`src/rtl/jt89_bus_if.sv`:
```
// jt89_bus_if: CPU write decoder for the SN76489-compatible core.
// Edge-detects byte writes, decodes latch/data bytes into the tone period,
// attenuation and noise control registers, and models the READY wait state
// with a busy counter that advances on the sound clock enable.
module jt89_bus_if #(
    parameter int BUSY_CYCLES = 32
) (
    input  logic       clk,
    input  logic       rst_n,
    input  logic       clken,
    input  logic       cs_n,
    input  logic       wr_n,
    input  logic [7:0] din,
    output logic       ready,
    output logic [9:0] tone0,
    output logic [9:0] tone1,
    output logic [9:0] tone2,
    output logic [3:0] vol0,
    output logic [3:0] vol1,
    output logic [3:0] vol2,
    output logic [3:0] vol3,
    output logic [2:0] noise_ctl,
    output logic       noise_rst,
    output logic       wr_drop
);

    localparam int CW = $clog2(BUSY_CYCLES + 1);

    typedef enum logic {S_IDLE, S_BUSY} state_t;

    state_t        r_state, w_state_nx;
    logic [CW-1:0] r_cnt, w_cnt_nx;

    logic          r_wr_act;
    logic          w_wr_act, w_strobe, w_accept;
    logic [1:0]    r_lch;
    logic          r_ltype;
    logic [1:0]    w_ch;
    logic          w_is_vol, w_is_noise;
    logic [9:0]    r_tone [3];
    logic [3:0]    r_vol  [4];
    logic [2:0]    r_noise;
    logic          r_noise_rst, r_wr_drop;

    assign w_wr_act = !cs_n && !wr_n;
    assign w_strobe = w_wr_act && !r_wr_act;
    assign ready    = (r_state == S_IDLE);
    // Acceptance looks at the state before the edge, so a strobe landing on
    // the BUSY->IDLE edge is still dropped.
    assign w_accept = w_strobe && ready;

    // Latch bytes carry their own target; data bytes reuse the latched one.
    assign w_ch       = din[7] ? din[6:5] : r_lch;
    assign w_is_vol   = din[7] ? din[4]   : r_ltype;
    assign w_is_noise = !w_is_vol && (w_ch == 2'd3);

    // Registered copy of bus activity for rising-edge strobe detection.
    always_ff @(posedge clk or negedge rst_n) begin
        if (!rst_n) r_wr_act <= 1'b0;
        else        r_wr_act <= w_wr_act;
    end

    // Busy FSM state and counter registers.
    always_ff @(posedge clk or negedge rst_n) begin
        if (!rst_n) begin
            r_state <= S_IDLE;
            r_cnt   <= '0;
        end else begin
            r_state <= w_state_nx;
            r_cnt   <= w_cnt_nx;
        end
    end

    // Busy FSM next state: load on accept, count down on clken, release at 1.
    always_comb begin
        w_state_nx = r_state;
        w_cnt_nx   = r_cnt;
        case (r_state)
            S_IDLE: begin
                if (w_accept) begin
                    w_state_nx = S_BUSY;
                    w_cnt_nx   = CW'(BUSY_CYCLES);
                end
            end
            S_BUSY: begin
                if (r_cnt == '0) begin
                    w_state_nx = S_IDLE;
                end else if (clken) begin
                    w_cnt_nx = r_cnt - 1'b1;
                    if (r_cnt == CW'(1)) w_state_nx = S_IDLE;
                end
            end
            default: w_state_nx = S_IDLE;
        endcase
    end

    // Register file update from accepted latch/data bytes.
    always_ff @(posedge clk or negedge rst_n) begin
        if (!rst_n) begin
            r_lch   <= 2'd0;
            r_ltype <= 1'b0;
            r_noise <= 3'd0;
            for (int i = 0; i < 3; i++) r_tone[i] <= 10'd0;
            for (int i = 0; i < 4; i++) r_vol[i]  <= 4'hF;
        end else if (w_accept) begin
            if (din[7]) begin
                r_lch   <= din[6:5];
                r_ltype <= din[4];
            end
            if (w_is_vol) begin
                for (int i = 0; i < 4; i++)
                    if (w_ch == 2'(i)) r_vol[i] <= din[3:0];
            end else if (w_is_noise) begin
                r_noise <= din[2:0];
            end else begin
                for (int i = 0; i < 3; i++)
                    if (w_ch == 2'(i)) begin
                        if (din[7]) r_tone[i][3:0] <= din[3:0];
                        else        r_tone[i][9:4] <= din[5:0];
                    end
            end
        end
    end

    // Single-cycle pulses: LFSR clear on noise writes, drop on busy strobes.
    always_ff @(posedge clk or negedge rst_n) begin
        if (!rst_n) begin
            r_noise_rst <= 1'b0;
            r_wr_drop   <= 1'b0;
        end else begin
            r_noise_rst <= w_accept && w_is_noise;
            r_wr_drop   <= w_strobe && !ready;
        end
    end

    assign tone0     = r_tone[0];
    assign tone1     = r_tone[1];
    assign tone2     = r_tone[2];
    assign vol0      = r_vol[0];
    assign vol1      = r_vol[1];
    assign vol2      = r_vol[2];
    assign vol3      = r_vol[3];
    assign noise_ctl = r_noise;
    assign noise_rst = r_noise_rst;
    assign wr_drop   = r_wr_drop;

endmodule

```
`config.mk`:
```
export PLATFORM = sky130hd
export DESIGN_NAME = jt89_bus_if
export DESIGN_NICKNAME = d
export VERILOG_FILES = /design/src/rtl/jt89_bus_if.sv
export SDC_FILE = /design/constraint.sdc
export NUM_CORES = 1
export LEC_CHECK = 0
export BUFFER_PORTS_ARGS = -buffer_cell sky130_fd_sc_hd__buf_2
export CAP_MARGIN = 10
export CORE_MARGIN = 2
export CORE_UTILIZATION = 45
export CTS_BUF_LIST = sky130_fd_sc_hd__clkbuf_8
export CTS_CLUSTER_DIAMETER = 120
export DETAILED_ROUTE_END_ITERATION = 12
export GPL_ROUTABILITY_DRIVEN = 0
export PLACE_DENSITY = 0.8
export SYNTH_ARGS = -nofsm -noshare
export SYNTH_HDL_FRONTEND = slang
export SYNTH_SLANG_ARGS = --single-unit
```
`constraint.sdc`:
```
create_clock -name clk -period 2.9 [get_ports clk]
set_clock_uncertainty 0.2 [all_clocks]
set_input_delay 0.29 -clock clk [delete_from_list [all_inputs] [get_ports clk]]
set_output_delay 0.29 -clock clk [all_outputs]
set_load 0.01 [all_outputs]
```
==> results of run 1 <==
## cell type report
cell class / instances / area, sq um
clock inverters: 7 / 106.4
multi-input cells: 117 / 1055
flip-flops and latches: 62 / 1572
clock buffers: 9 / 123.9
repair buffers: 71 / 382.9
inverters: 4 / 15.01
fillers: 516 / 2467
well taps: 75 / 93.84
## through the flow
stage | std cells | util | hold slack [ns] | total power [mW] | cell area, sq um
4_1_cts | 345 | 0.5757 | 0.06848 | 3.042 | 3348
2_1_floorplan | 189 | - | -0.2056 | 1.835 | 2671
3_3_place_gp | 325 | 0.5293 | 0.03979 | 2.116 | 3078
5_1_grt | 345 | 0.5757 | 0.08017 | 3.197 | 3348
3_5_place_dp | 325 | 0.5293 | 0.03701 | 2.151 | 3078
6_report | 345 | 0.5757 | 0.08067 | 3.013 | 3348
## cells in the final DEF (no fill, tap or decap), types with 2 or more instances in the layout
cell	Yosys	layout
nand2_1	10	10
buf_4	0	3
bufinv_16	0	3
nand2_4	2	2
nor4_1	3	3
nor2_1	9	9
dfstp_2	16	16
inv_1	4	7
nor3_1	2	2
o21ai_0	4	4
a21oi_1	6	6
clkbuf_8	0	9
dlygate4sd3_1	0	4
nand3_1	7	7
nand2_2	2	2
a31oi_1	2	2
buf_2	0	64
mux2_4	14	14
ha_1	3	3
nor2b_1	2	2
dfrtp_1	46	46
mux2i_1	2	2
mux2_2	31	31
mux2_1	6	6
## worst max-delay path: cells and delay by family
family | cells | cell delay, ns
mux | 1 | 0.33
simple gates | 3 | 1.22
buf+inv | 2 | 0.67
## power breakdown
| part | total (mW) | switching [mW] | internal (mW) | leakage (nW) |
|---|---|---|---|---|
| clock | 0.869 | 0.309 | 0.560 | 0.127 |
| combinational | 0.797 | 0.392 | 0.405 | 0.876 |
| sequential | 1.35 | 0.186 | 1.16 | 0.771 |
| total | 3.01 | 0.886 | 2.13 | 1.77 |
## state kept, by name (all words and copies together), names as in the netlist, 3 cells and up
name,cells
tone0,10
tone1,10
tone2,10
r_cnt,6
vol0,4
vol1,4
vol2,4
vol3,4
noise_ctl,3
## final timing paths
path                               start       end  slack, ns  depth (start not counted)
worst min-delay path              din[5]  tone2[9]       0.08                          2
worst max-delay path                wr_n  tone0[7]       0.40                          6
min in group asynchronous          rst_n  r_cnt[0]       0.22                          2
worst min register to register  r_wr_act   wr_drop       0.26                          1
worst max register to register   r_state  tone0[7]       0.67                          4
max in group asynchronous          rst_n   vol3[2]       1.56                          3
## cells by family after synthesis
| logic type | Yosys count | synth area share |
|---|---|---|
| buffers and inverters | 10 | 0.01686 |
| AO/OA/AOI/OAI | 16 | 0.03607 |
| AND/OR/NAND/NOR | 45 | 0.1026 |
| flip-flops | 62 | 0.5883 |
| adder cells (fa/ha/maj) | 3 | 0.01405 |
| multiplexers | 53 | 0.2422 |
## cell usage after synthesis, drive strengths merged, types with 2 or more instances
| master | instances |
|---|---|
| nor3 | 2 |
| clkbuf | 4 |
| nand2 | 14 |
| a21oi | 6 |
| o21ai | 4 |
| dfstp | 16 |
| dfrtp | 46 |
| nor4 | 4 |
| a31oi | 2 |
| nor2b | 2 |
| mux2 | 51 |
| nand3 | 8 |
| mux2i | 2 |
| buf | 2 |
| ha | 3 |
| inv | 4 |
| nor2 | 10 |
## timing repair
item	4_1_cts	5_1_grt
setup endpoints to repair	0	0
endpoints found under the hold margin	17	0
hold buffers	4	0
## routing by layer
metal  track usage  vias to the layer above  wire length [um]
li1              -                      824                 -
met1        0.2378                      892              2487
met2        0.2694                       56              2564
met3       0.05889                        7               323
met4       0.09153                        0                92
met5             0                        -                 0
==> flow_summary.json, run 1 <==
{
  "synth_edf_count": 0,
  "cts_tree": "done",
  "die_x_um": 81.05,
  "grt_pass1_wl_um": 8604,
  "fin_tns_setup_ns": 0,
  "ir_drop_mv": 0.4704,
  "start_kind": "input pin",
  "cap_violations": 0,
  "routed-via-count": 1779,
  "io_buffers": 64,
  "die_y_um": 81.05,
  "fin_crit_ns": 2.501,
  "worstPathArrival_ns": 2.51,
  "grt_max_degree": 27,
  "end_kind": "flip-flop",
  "timing.final.max_slew_violations": 0,
  "ys_seq_area_frac": 0.5883,
  "slew-limit-headroom": 0.6952,
  "worst_pin_slew_ns": 0.4444,
  "clkLatencyLatePin_ns": 0.33,
  "crit_slowest_cell": "or4_1",
  "fin_ws_ns": 0.3993,
  "cts_buffers": 9,
  "dr.pass1.iters": 4,
  "drc": 0,
  "drive_gt1_frac": 0.5519,
  "cts.path.max_buffers": 2,
  "path_cells": "dlygate4sd3_1, buf_2, or4_1, nor4_4, nand2_4, mux2_4",
  "drtIter0Drc": 75,
  "final_nets": 281,
  "cts_resized": 0,
  "status": "completed",
  "synth_top_area_share": 0.4309,
  "antenna_found_initial": 0,
  "ys_types": 34,
  "avgSynthCellArea_sq_um": 14.13,
  "place_ws_ns": 0.5930,
  "critPathKind": "input pin to flip-flop",
  "power_density_nw_per_um2": 899.9,
  "cp_max_fo": 8,
  "gr-total-overflow": 0,
  "async_reset_ff_frac": 1.000,
  "area_delta_synth_final_pct": 25.34,
  "cts_setup_buffers": 0,
  "p_leak_nw": 1.775,
  "yosys.area.top_type": "dfrtp_1",
  "ys_warn_count": 0,
  "fin_crit_sh": 0.8623,
  "vias_per_cell": 5.157,
  "cts_htree_levels": 3,
  "synthFlopType": "dfrtp_1",
  "ctsRootBufferMaster": "clkbuf_8",
  "grt_pass1_vias": 1706,
  "setup_viol": 0,
  "initial_core_util": 0.4593,
  "drt-wirelength-per-cell_um": 15.85,
  "fmax_ghz": 0.3999,
  "fp.coreArea_sq_um": 5816,
  "io_pins": 65,
  "required_ns": 2.91,
  "clk_pin_slew_ns": 0.07,
  "die_area_sq_um": 6568,
  "synth_nets": 205,
  "rsz0062_at_grt": "no",
  "ys_seq_elements": 62,
  "dp_hpwl_um": 3833,
  "grt_usage": 0.1812,
  "drt_wl_total_um": 5467,
  "synth_area_leaders": "dfrtp_1 (43%), dfstp_2 (16%), mux2_2 (13%), mux2_4 (7.9%), mux2_1 (2.5%)",
  "numClockSinks": 62,
  "synth.cell_area_sq_um": 2671,
  "slowest_delay_ns": 0.73,
  "num_rows": 28,
  "final_antenna_net_count": 0,
  "syn_inst": 189,
  "antenna_cells": 0,
  "hold_class": "input pin to flip-flop",
  "hold_viol": 0
}
Note: power is estimated with default switching activity, not from simulation.
==> inputs of run 2 (changes only) <==
Settings changed: BUFFER_PORTS_ARGS -buffer_cell sky130_fd_sc_hd__buf_2 to -buffer_cell sky130_fd_sc_hd__buf_4.
==> flow_summary.json, run 2 (synthesis gave the netlist of run 1 again) <==
{
  "status": "completed",
  "dp_hpwl_um": 3797,
  "start_kind": "input pin",
  "drt_wl_total_um": 5409,
  "gr-usage-met1": 0.2389,
  "end_kind": "flip-flop",
  "fin_total_pwr_mw": 2.947,
  "antenna_found_initial": 0,
  "critPathKind": "input pin to flip-flop",
  "drt-wirelength-per-cell_um": 15.77,
  "die_area_sq_um": 6568,
  "regArea_sq_um": 1572,
  "worst_pin_slew_ns": 0.7475,
  "final_nets": 279,
  "drive_gt1_frac": 0.5597,
  "finish.utilization": 0.5929,
  "numClockSinks": 62,
  "fin_crit_ns": 2.523,
  "postLayoutCellArea_sq_um": 3448,
  "grt_max_degree": 63,
  "cts.path.max_buffers": 2,
  "clkLatencyLatePin_ns": 0.33,
  "hold_viol": 0,
  "cts_tree": "done",
  "place_ws_ns": 0.5859,
  "required_ns": 2.91,
  "antenna_cells": 0,
  "fillers": 492,
  "critical_path.top_delay_family": "simple AND/OR/NAND/NOR gates",
  "crit_buf_inv": 2,
  "fin_tns_setup_ns": 0,
  "fp.coreArea_sq_um": 5816,
  "timing.final.max_slew_violations": 0,
  "io_buffers": 64,
  "cts_setup_buffers": 0,
  "p_leak_nw": 1.754,
  "crit_slowest_cell": "or4_1",
  "cp_max_fo": 8,
  "routed-via-count": 1728,
  "grtUsageMet3": 0.04333,
  "drc": 0,
  "drtIter0Drc": 115,
  "gr-usage-met2": 0.2686,
  "cts_htree_levels": 3,
  "grt_pass1_vias": 1696,
  "ir_drop_mv": 0.4118,
  "ctsRootBufferMaster": "clkbuf_8",
  "multiInputGateArea_sq_um": 1055,
  "rsz0062_at_grt": "no",
  "vias_per_cell": 5.038,
  "die_x_um": 81.05,
  "setup_viol": 0,
  "clk_pin_slew_ns": 0.06,
  "fin_crit_sh": 0.8701,
  "io_pins": 65,
  "area_delta_synth_final_pct": 29.09,
  "num_rows": 28,
  "cts_buffers": 9,
  "slowest_delay_ns": 0.74,
  "die_y_um": 81.05,
  "mostFrequentLayoutCell": "buf_4",
  "grt_usage": 0.1781,
  "grt_pass1_wl_um": 8514,
  "fin_ws_ns": 0.3768,
  "power_density_nw_per_um2": 854.5,
  "dpl_cell_area_sq_um": 3223,
  "cap_violations": 0,
  "worstPathArrival_ns": 2.53,
  "fmax_ghz": 0.3963,
  "initial_core_util": 0.4593,
  "final_cell_mix": "buf_4 (65), dfrtp_1 (46), mux2_2 (31), dfstp_2 (16), mux2_4 (14)",
  "slew-limit-headroom": 0.5017,
  "hold_class": "input pin to flip-flop",
  "dr.pass1.iters": 4,
  "gr-total-overflow": 0,
  "path_cells": "dlygate4sd3_1, buf_4, or4_1, nor4_4, nand2_4, mux2_4",
  "busiest_layer": "met2",
  "final_antenna_net_count": 0
}
## run 2: cell count changes in the layout (fill, tap and decap cells not counted)
cell / before / now
bufinv_16: 3 / 0
buf_2: 64 / 0
inv_1: 7 / 4
clkinv_2: 1 / 4
buf_4: 3 / 65
clkbuf_8: 9 / 12
## run 2: cell type report
type,instances,share of cell area
Timing Repair Buffer,69,0.1531
Multi-Input combinational cell,117,0.3059
Sequential cell,62,0.4557
Inverter,4,0.004354
Clock buffer,12,0.04790
Tap cell,75,0.02721
Clock inverter,4,0.005806
## run 2: path summary, 6_finish.rpt
path	startpoint	end	slack, ns	cells past startpoint
worst max-delay path	wr_n	tone0[4]	0.38	6
worst min-delay path	din[5]	tone0[9]	0.05	2
worst max register to register	r_state	tone0[4]	0.65	4
worst min register to register	r_wr_act	wr_drop	0.26	1
max in group asynchronous	rst_n	tone0[7]	1.63	2
min in group asynchronous	rst_n	r_cnt[1]	0.37	2
## run 2: power breakdown
part,switching (mW),internal (mW),leakage [nW]
logic,0.393,0.507,0.880
registers,0.195,1.16,0.771
clock network,0.316,0.374,0.102
## run 2: layer usage
layer	up-vias	share of wire
li1	816	-
met1	846	0.45
met2	55	0.47
met3	11	0.059
met4	0	0.021
met5	-	0
## run 2: worst reg2reg max path: cells and delay by family (launching register included)
| family | cells | cell delay [ns] |
|---|---|---|
| and+or+nand+nor | 3 | 1.14 |
| muxes | 1 | 0.33 |
| DFF | 1 | 0.45 |
## run 2: per-stage QoR
step,hold slack (ns),std cells
3_3_place_gp,0.2144,323
5_1_grt,0.03681,343
6_report,0.04770,343
2_1_floorplan,-0.2056,189
4_1_cts,0.03723,343
3_5_place_dp,0.2130,323
## run 2: what timing repair did
action | CTS | global route
gates resized for setup | 0 | 0
hold buffers | 4 | 0
endpoints found under the hold margin | 48 | 0
==> inputs of run 3 (changes only) <==
Clock period 2.9 ns to 3.2 ns, I/O delays scaled along.
==> flow_summary.json, run 3 (synthesis gave the netlist of run 1 again) <==
{
  "dpl_cell_area_sq_um": 3223,
  "final_cell_mix": "buf_4 (65), dfrtp_1 (46), mux2_2 (31), dfstp_2 (16), mux2_4 (14)",
  "area_delta_synth_final_pct": 29.13,
  "die_x_um": 81.05,
  "grt_usage": 0.1844,
  "ir_drop_mv": 0.3754,
  "setup_viol": 0,
  "cts_htree_levels": 3,
  "cts.path.max_buffers": 2,
  "gr-total-overflow": 0,
  "grt_pass1_wl_um": 8700,
  "antenna_found_initial": 0,
  "grt_max_degree": 63,
  "drt_wl_total_um": 5449,
  "cts_tree": "done",
  "drt-wirelength-per-cell_um": 15.93,
  "whs_endpoint": "tone1[9]",
  "hold-worst-slack_ns": 0.06460,
  "crit_slowest_cell": "or4_1",
  "fmax_ghz": 0.3901,
  "final_antenna_net_count": 0,
  "fin_crit_ns": 2.564,
  "slowest_delay_ns": 0.74,
  "die_y_um": 81.05,
  "clkLatencyLatePin_ns": 0.34,
  "fin_tns_setup_ns": 0,
  "vias_per_cell": 5.094,
  "hold_viol": 0,
  "cap_violations": 0,
  "finish.utilization": 0.5932,
  "multiInputGateArea_sq_um": 1055,
  "required_ns": 3.22,
  "cts_buffers": 9,
  "cts_resized": 0,
  "worst_pin_slew_ns": 0.7502,
  "r2r_slack_ns": 0.95,
  "drc": 0,
  "drtIter0Drc": 91,
  "clk_pin_slew_ns": 0.06,
  "dr.pass1.iters": 7,
  "status": "completed",
  "p_leak_nw": 1.756,
  "rr_startpoint": "r_state",
  "cp_max_fo": 8,
  "die_area_sq_um": 6568,
  "power_density_nw_per_um2": 776.8,
  "fp.coreArea_sq_um": 5816,
  "final_nets": 279,
  "cts-hold-fix-buffers": 4,
  "timing.final.max_slew_violations": 0,
  "hold_class": "input pin to flip-flop",
  "ctsRootBufferMaster": "clkbuf_8",
  "r2r_end": "tone0[4]",
  "end_kind": "flip-flop",
  "postLayoutCellArea_sq_um": 3450,
  "io_buffers": 64,
  "fin_crit_sh": 0.8011,
  "io_pins": 65,
  "worstPathArrival_ns": 2.59,
  "holdPathStages": 2,
  "min_from": "din[5]",
  "start_kind": "input pin",
  "mostFrequentLayoutCell": "buf_4",
  "initial_core_util": 0.4593,
  "slew-limit-headroom": 0.4999,
  "regArea_sq_um": 1572,
  "cts_setup_buffers": 0,
  "routed-via-count": 1742,
  "grt_pass1_vias": 1769,
  "antenna_cells": 0,
  "fillers": 472,
  "drive_gt1_frac": 0.5506,
  "critPathKind": "input pin to flip-flop",
  "path_cells": "dlygate4sd3_1, buf_4, or4_1, nor4_4, nand2_4, mux2_4",
  "reg2reg_depth": 4,
  "num_rows": 28,
  "rsz0062_at_grt": "no",
  "dp_hpwl_um": 3748,
  "numClockSinks": 62
}
run 3: final cells by class:
class,count,share of cell area
multi-input combinational,117,0.3058
tap,75,0.02720
inverter,4,0.004353
clock buffer,13,0.05187
timing repair buffer,69,0.1531
clock inverter,2,0.002176
sequential,62,0.4556
run 3: worst max path at each step:
stage	endpoint	from	depth (start not counted)
after floorplan	tone2[0]	din[7]	5
after global placement	tone0[5]	wr_n	5
after detailed placement	tone0[4]	wr_n	5
after CTS	tone0[4]	wr_n	6
after global routing	tone0[9]	wr_n	6
final	tone0[4]	wr_n	6
run 3: critical path: cells and delay by family:
kind,cells,cell delay [ns]
and+or+nand+nor,3,1.23
buffers and inverters,2,0.70
muxes,1,0.33
run 3: layer usage:
layer	track usage	vias up	routed length [um]
met1	0.2427	863	2494
met5	0	-	0
met2	0.2669	47	2535
met3	0.04222	11	292
met4	0.1339	0	126
li1	-	821	-
run 3: report_power, final:
| group | internal, mW | total (mW) | switching [mW] |
|---|---|---|---|
| sequential | 1.05 | 1.23 | 0.176 |
| clock | 0.356 | 0.635 | 0.279 |
| combinational | 0.459 | 0.815 | 0.356 |
run 3: through the flow:
step | setup slack [ns] | power, mW | instances
finish | 0.6364 | 2.680 | 342
global route | 0.5496 | 2.850 | 342
CTS | 0.6687 | 2.712 | 342
detailed placement | 0.8516 | 2.056 | 323
global placement | 0.8891 | 2.022 | 323
floorplan | 1.121 | 1.663 | 189
